$ cat src/rtl/counter_pkg.sv
// rtl/counter_pkg.sv - shared types and defaults for the counter step control stage
//
// Contents:
//   step_state_t          FSM state encoding for counter_step_ctrl
//   DEF_DEBOUNCE_CYCLES   default stable cycles to accept a press or release
//   DEF_REPEAT_DELAY      default cycles from press pulse to first repeat pulse
//   DEF_REPEAT_PERIOD     default cycles between later repeat pulses
//   cnt_width()           width of a counter that must reach max_val-1 without wrapping
package counter_pkg;

  typedef enum logic [2:0] {
    IDLE,
    DEB_PRESS,
    HELD,
    REPEAT,
    DEB_RELEASE
  } step_state_t;

  localparam int DEF_DEBOUNCE_CYCLES = 4;
  localparam int DEF_REPEAT_DELAY    = 16;
  localparam int DEF_REPEAT_PERIOD   = 8;

  function automatic int cnt_width(input int max_val);
    return $clog2(max_val) + 1;
  endfunction

endpackage

$ cat src/rtl/sync_2ff.sv
// rtl/sync_2ff.sv - generic two-flop synchronizer for asynchronous inputs
//
// Ports:
//   clock   in  single clock, rising edge
//   reset   in  synchronous active-low reset, clears both stages
//   d       in  asynchronous input
//   q       out synchronized output, two clock edges behind d
module sync_2ff (
  input  logic clock,
  input  logic reset,
  input  logic d,
  output logic q
);

  logic s1;

  always_ff @(posedge clock) begin
    if (!reset) begin
      s1 <= 1'b0;
      q  <= 1'b0;
    end else begin
      s1 <= d;
      q  <= s1;
    end
  end

endmodule

$ cat src/rtl/counter_step_ctrl.sv
// rtl/counter_step_ctrl.sv - push-button to one-cycle counter step pulses with debounce and auto-repeat
//
// Parameters:
//   DEBOUNCE_CYCLES  stable cycles to accept a press or release (>=1)
//   REPEAT_DELAY     cycles from the press pulse to the first repeat pulse (>=2)
//   REPEAT_PERIOD    cycles between later repeat pulses (>=2)
// Ports:
//   clock          in  single clock, rising edge
//   reset          in  synchronous active-low reset
//   button_in      in  raw asynchronous push-button, active-high
//   repeat_en      in  auto-repeat while held when 1
//   enable         out registered one-cycle step pulse for the counter
//   pressed        out registered debounced button level
//   repeat_active  out registered, high while auto-repeating
module counter_step_ctrl
  import counter_pkg::*;
#(
  parameter int DEBOUNCE_CYCLES = DEF_DEBOUNCE_CYCLES,
  parameter int REPEAT_DELAY    = DEF_REPEAT_DELAY,
  parameter int REPEAT_PERIOD   = DEF_REPEAT_PERIOD
) (
  input  logic clock,
  input  logic reset,
  input  logic button_in,
  input  logic repeat_en,
  output logic enable,
  output logic pressed,
  output logic repeat_active
);

  localparam int RPT_MAX = (REPEAT_DELAY > REPEAT_PERIOD) ? REPEAT_DELAY : REPEAT_PERIOD;
  localparam int DW      = cnt_width(DEBOUNCE_CYCLES);
  localparam int RW      = cnt_width(RPT_MAX);

  localparam logic [DW-1:0] DEB_LAST    = DW'(DEBOUNCE_CYCLES - 1);
  localparam logic [RW-1:0] DELAY_LAST  = RW'(REPEAT_DELAY - 1);
  localparam logic [RW-1:0] PERIOD_LAST = RW'(REPEAT_PERIOD - 1);

  logic          s2;
  step_state_t   state;
  logic [DW-1:0] deb_cnt;
  logic [RW-1:0] rpt_cnt;

  sync_2ff u_sync_button (
    .clock (clock),
    .reset (reset),
    .d     (button_in),
    .q     (s2)
  );

  // Counters are cleared on every state change, so they only ever count up
  // to their terminal value and cannot wrap.
  always_ff @(posedge clock) begin
    if (!reset) begin
      state         <= IDLE;
      deb_cnt       <= '0;
      rpt_cnt       <= '0;
      enable        <= 1'b0;
      pressed       <= 1'b0;
      repeat_active <= 1'b0;
    end else begin
      enable <= 1'b0;
      case (state)
        IDLE: begin
          if (s2) begin
            state   <= DEB_PRESS;
            deb_cnt <= '0;
          end
        end

        DEB_PRESS: begin
          if (!s2) begin
            state <= IDLE;
          end else if (deb_cnt == DEB_LAST) begin
            state   <= HELD;
            rpt_cnt <= '0;
            enable  <= 1'b1;
            pressed <= 1'b1;
          end else begin
            deb_cnt <= deb_cnt + 1'b1;
          end
        end

        HELD: begin
          if (!s2) begin
            state   <= DEB_RELEASE;
            deb_cnt <= '0;
          end else if (!repeat_en) begin
            rpt_cnt <= '0;
          end else if (rpt_cnt == DELAY_LAST) begin
            state         <= REPEAT;
            rpt_cnt       <= '0;
            enable        <= 1'b1;
            repeat_active <= 1'b1;
          end else begin
            rpt_cnt <= rpt_cnt + 1'b1;
          end
        end

        REPEAT: begin
          // Release is checked first so a falling button suppresses a due pulse.
          if (!s2) begin
            state         <= DEB_RELEASE;
            deb_cnt       <= '0;
            repeat_active <= 1'b0;
          end else if (!repeat_en) begin
            state         <= HELD;
            rpt_cnt       <= '0;
            repeat_active <= 1'b0;
          end else if (rpt_cnt == PERIOD_LAST) begin
            rpt_cnt <= '0;
            enable  <= 1'b1;
          end else begin
            rpt_cnt <= rpt_cnt + 1'b1;
          end
        end

        DEB_RELEASE: begin
          // A bounce back high is treated as still held; the repeat timer restarts.
          if (s2) begin
            state   <= HELD;
            rpt_cnt <= '0;
          end else if (deb_cnt == DEB_LAST) begin
            state   <= IDLE;
            pressed <= 1'b0;
          end else begin
            deb_cnt <= deb_cnt + 1'b1;
          end
        end

        default: begin
          state         <= IDLE;
          deb_cnt       <= '0;
          rpt_cnt       <= '0;
          pressed       <= 1'b0;
          repeat_active <= 1'b0;
        end
      endcase
    end
  end

endmodule
$ cat config.mk
export PLATFORM = sky130hd
export DESIGN_NAME = counter_step_ctrl
export DESIGN_NICKNAME = d
export VERILOG_FILES = /design/src/rtl/counter_pkg.sv /design/src/rtl/sync_2ff.sv /design/src/rtl/counter_step_ctrl.sv
export SDC_FILE = /design/constraint.sdc
export NUM_CORES = 1
export LEC_CHECK = 0
export BUFFER_PORTS_ARGS = -buffer_cell sky130_fd_sc_hd__buf_2
export CORE_ASPECT_RATIO = 1.1
export CORE_MARGIN = 8
export CORE_UTILIZATION = 35
export CTS_CLUSTER_DIAMETER = 80
export DETAILED_ROUTE_END_ITERATION = 10
export RECOVER_POWER = 100
export SLEW_MARGIN = 0
export SYNTH_ARGS = -nofsm -noshare
export SYNTH_HDL_FRONTEND = slang
export SYNTH_SLANG_ARGS = --single-unit
$ cat constraint.sdc
create_clock -name clock -period 1.4 [get_ports clock]
set_input_delay 0.14 -clock clock [delete_from_list [all_inputs] [get_ports clock]]
set_output_delay 0.14 -clock clock [all_outputs]
set_load 0.02 [all_outputs]
==> reports/results.tsv <==
stage	metric	value	unit
die	I/O pins	7	
route	Residual DRC	0	
layout	share of layout cells above drive strength 1	43.8	%
placement	DPL Wire Length	1580	um
timing	final worst path period share	101	%
setup_path	Buf/Inv on CP	1	
timing	final-report hold violation count	0	
layout	commonest cells after routing, fill and taps aside	buf_4 (19), nand2_1 (18), dfxtp_1 (11)	
setup_path	most frequent cell on the critical path	ha_4	
global_routing	grt ovf	0	
synthesis	sequential area share after synthesis	31.3	%
synthesis	Post-Syn Area	0.00102	mm^2
clocking	CTS Sinks	16	
die	die width	67.6	um
layout	area of the multi-input gates	737	um^2
layout	Syn-to-layout area delta	30.4	%
synthesis	Post-synth EDFFs	0	
clocking	Root Driver	clkbuf_4	
route	vias	862	
timing	Min Hold Slack	0.0456	ns
route	vias per inst	5.07	
synthesis	Syn. warnings	0	
clocking	Reg clk slew, reported paths	0.11	ns
synthesis	Post-Synth Adder-Cell Area	6.11	%
route	Avg WL per Cell	13.8	um
synthesis	top-area cell type share of the netlist area	31.3	%
synthesis	mux share of post-synthesis cell area	2.93	%
setup_path	Worst setup endpoint	enable$_SDFF_PN0_	
placement	count of buffers from port buffering	6	
timing	# setup viols final	3	
hold_path	worst hold path type	input port to register	
clocking	Clock Tree Buf Depth	2	
setup_path	CP max-delay cell	dfxtp_2	
setup_path	crit end category	register	
timing	RSZ-0062 raised after global routing	true	
die	Starting Density	36.9	%
layout	register area	327	um^2
timing	final worst slack	-0.0166	ns
die	Rows	20	
setup_path	crit path kind	register to register	
synthesis	Mapped Nets	125	
setup_path	CP Data Required Time	1.61	ns
power	Design Power	833	uW
run_status	status	finished, violations left	
setup_path	Setup crit start kind	register	
synthesis	ranking of synthesized cells by area	dfxtp_1 (31%), nand2_1 (7.0%), ha_1 (6.1%)	
synthesis	largest family of logic cells by synthesized area	simple AND/OR/NAND/NOR gates	
power	switch share	23.6	%
timing	Tmin final	1.42	ns
timing	skew final	0.0106	ns
synthesis	xor-xnor portion of the synthesized cell area	1.71	%
layout	fill count	267	
synthesis	Yosys cell types	40	
setup_path	Worst R2R Path Depth	8	
setup_path	crit-path cells	ha_4 -> nand3_4 -> inv_2 -> ha_4 -> nand2b_4 -> a21boi_4 -> o22ai_2 -> and3_1	
setup_path	worst setup path start	rpt_cnt[0]$_SDFFE_PN0P_	
setup_path	worst reg-to-reg setup slack	-0.02	ns
power	leakage	0.514	nW
clocking	Num CTS Buffers	3	
power	Comb power frac	5.7	%
synthesis	FF+latch count, synth	16	
route	DRT iter0 DRCs	45	
run_status	failing checks	setup timing	
layout	ant diodes	0	
setup_path	instance count on the critical path	8	
die	Die ar.	0.00492	mm^2
layout	fin nets	147	
global_routing	first-pass GRT wire length	3910	um
hold_path	hold path startpoint	button_in	
setup_path	largest delay contributor family on the critical path	flip-flops	
power	Int Pwr	637	uW
power	Clk network pwr share	39.0	%
power	peak supply drop	0.557	mV
global_routing	antenna violations before repair	0	
die	core area	0.00278	mm^2
route	DR pass1 iterations	4	
clocking	Skew-Pair Late Insertion Delay	0.30	ns
route	post-detailed-routing wire length	2340	um
synthesis	Compound-Gate Fraction of Synth Area	17.8	%
die	Die H	72.8	um
synthesis	simple-gate share of the synthesized area	31.1	%
setup_path	crit path max fanout	3	
timing	worst-margin pin slew	0.284	ns
power	power per standard cell area	624	mW/mm^2
clocking	CTS tree	done	
global_routing	largest net degree at the start of global routing	17	
synthesis	ys async rst share	0	%
timing	Peak Freq	706	MHz
route	Post-DRT Antenna Nets	0	
clocking	# H-tree levels	1	
placement	GP Congestion	0.799	
timing	worst relative slew slack	80.8	%
synthesis	ys flop type	dfxtp_1	
synthesis	cell taking the most area after synthesis	dfxtp_1	
flow_run	max-cap violations	0	
clocking	Hold Buf Count CTS	0	
global_routing	GRT Resource Usage Total	10.1	%
setup_path	Reg-to-Reg Start	rpt_cnt[0]$_SDFFE_PN0P_	
setup_path	largest stage delay on the critical path	0.35	ns
layout	most common cell after layout, fill and taps aside	buf_4	
synthesis	cells after synthesis	116	
global_routing	vias in the first global route	858	
setup_path	reg2reg end	enable$_SDFF_PN0_	
synthesis	Post-Syn Area per Cell	8.83	um^2
power	sequential share of power	55.3	%
setup_path	WP data arrival	1.63	ns
timing	Pins Over Slew Limit	0	
power	NetSw	197	uW
-- power by group through the flow --
stage / Sequential [mW] / Clock (mW) / Combinational (mW)
floorplan: 0.470 / 0 / 0.0331
global placement: 0.471 / 0 / 0.0462
detailed placement: 0.471 / 0 / 0.0469
CTS: 0.461 / 0.333 / 0.0479
global route: 0.461 / 0.355 / 0.0531
finish: 0.461 / 0.325 / 0.0477
-- per-stage QoR --
step                util (%)  worst slack (ns)  instances  setup TNS [ns]  area [um^2]
floorplan                  -           -0.0103        116         -0.0103         1040
global placement        42.1           -0.0939        164          -0.576         1170
detailed placement      42.1            -0.111        164          -0.949         1170
CTS                     47.3          0.000248        169               0         1310
global route            48.1           -0.0780        170          -0.474         1340
finish                  48.1           -0.0166        170         -0.0456         1340
-- cells by family after synthesis --
kind of cell | Yosys count
compound gates | 22
xor+xnor | 2
fa+ha+maj | 5
buf+inv | 14
flops | 16
mux | 3
simple gates | 54
-- layer usage --
metal / up-vias / share of wire (%) / GRT usage, % / wire, um
met2: 9 / 52 / 17.2 / 1230
li1: 443 / - / - / -
met3: 4 / 3.1 / 3.23 / 73
met5: - / 0 / 0 / 0
met4: 0 / 0.81 / 2.79 / 19
met1: 406 / 44 / 11.6 / 1020
-- worst reg2reg max path, cell delays in order, from the launching register on --
cell and delay, ns:
dfxtp_2 0.35, ha_4 0.17, nand3_4 0.08, inv_2 0.04, ha_4 0.16, nand2b_4 0.07
a21boi_4 0.20, o22ai_2 0.10, and3_1 0.17
-- worst min path at each step --
| stage | end | cells after the start |
|---|---|---|
| 3_5_place_dp | u_sync_button.s1$_SDFF_PN0_ | 2 |
| 6_report | u_sync_button.s1$_SDFF_PN0_ | 2 |
| 5_1_grt | u_sync_button.s1$_SDFF_PN0_ | 2 |
| 3_3_place_gp | u_sync_button.s1$_SDFF_PN0_ | 2 |
| 2_1_floorplan | u_sync_button.s1$_SDFF_PN0_ | 1 |
| 4_1_cts | u_sync_button.s1$_SDFF_PN0_ | 2 |
-- Yosys cell counts (2+ instances only) --
master / count
a211oi_1: 2
a21boi_1: 2
a21oi_1: 2
and2_1: 3
and3_1: 3
buf_2: 2
buf_4: 2
buf_6: 4
dfxtp_1: 16
ha_1: 5
inv_1: 5
mux2i_1: 3
nand2_1: 19
nand2b_1: 7
nand3_1: 3
nor2_1: 6
nor3_1: 2
nor3b_2: 2
o21ai_1: 2
o22ai_1: 5
xnor2_1: 2
-- flip-flops by register name, summed over array words and instances (netlist names) --
signal and count:
repeat_active 1, u_sync_button.q 1, rpt_cnt 5, enable 1, state 3, pressed 1
u_sync_button.s1 1, deb_cnt 3
-- what timing repair did --
item,in CTS,in global routing
gates resized for setup,19,6
endpoints found under the setup margin,14,13
pin swaps,10,9
buffers inserted,1,1
-- final cells by class --
class,instances,area share [%]
Clock buffer,4,2.72
Sequential cell,16,24.4
Inverter,5,1.40
Timing Repair Buffer,26,13.2
Multi-Input combinational cell,86,55.1
Tap cell,33,3.09
No activity file was read; power rests on OpenSTA's default activity.
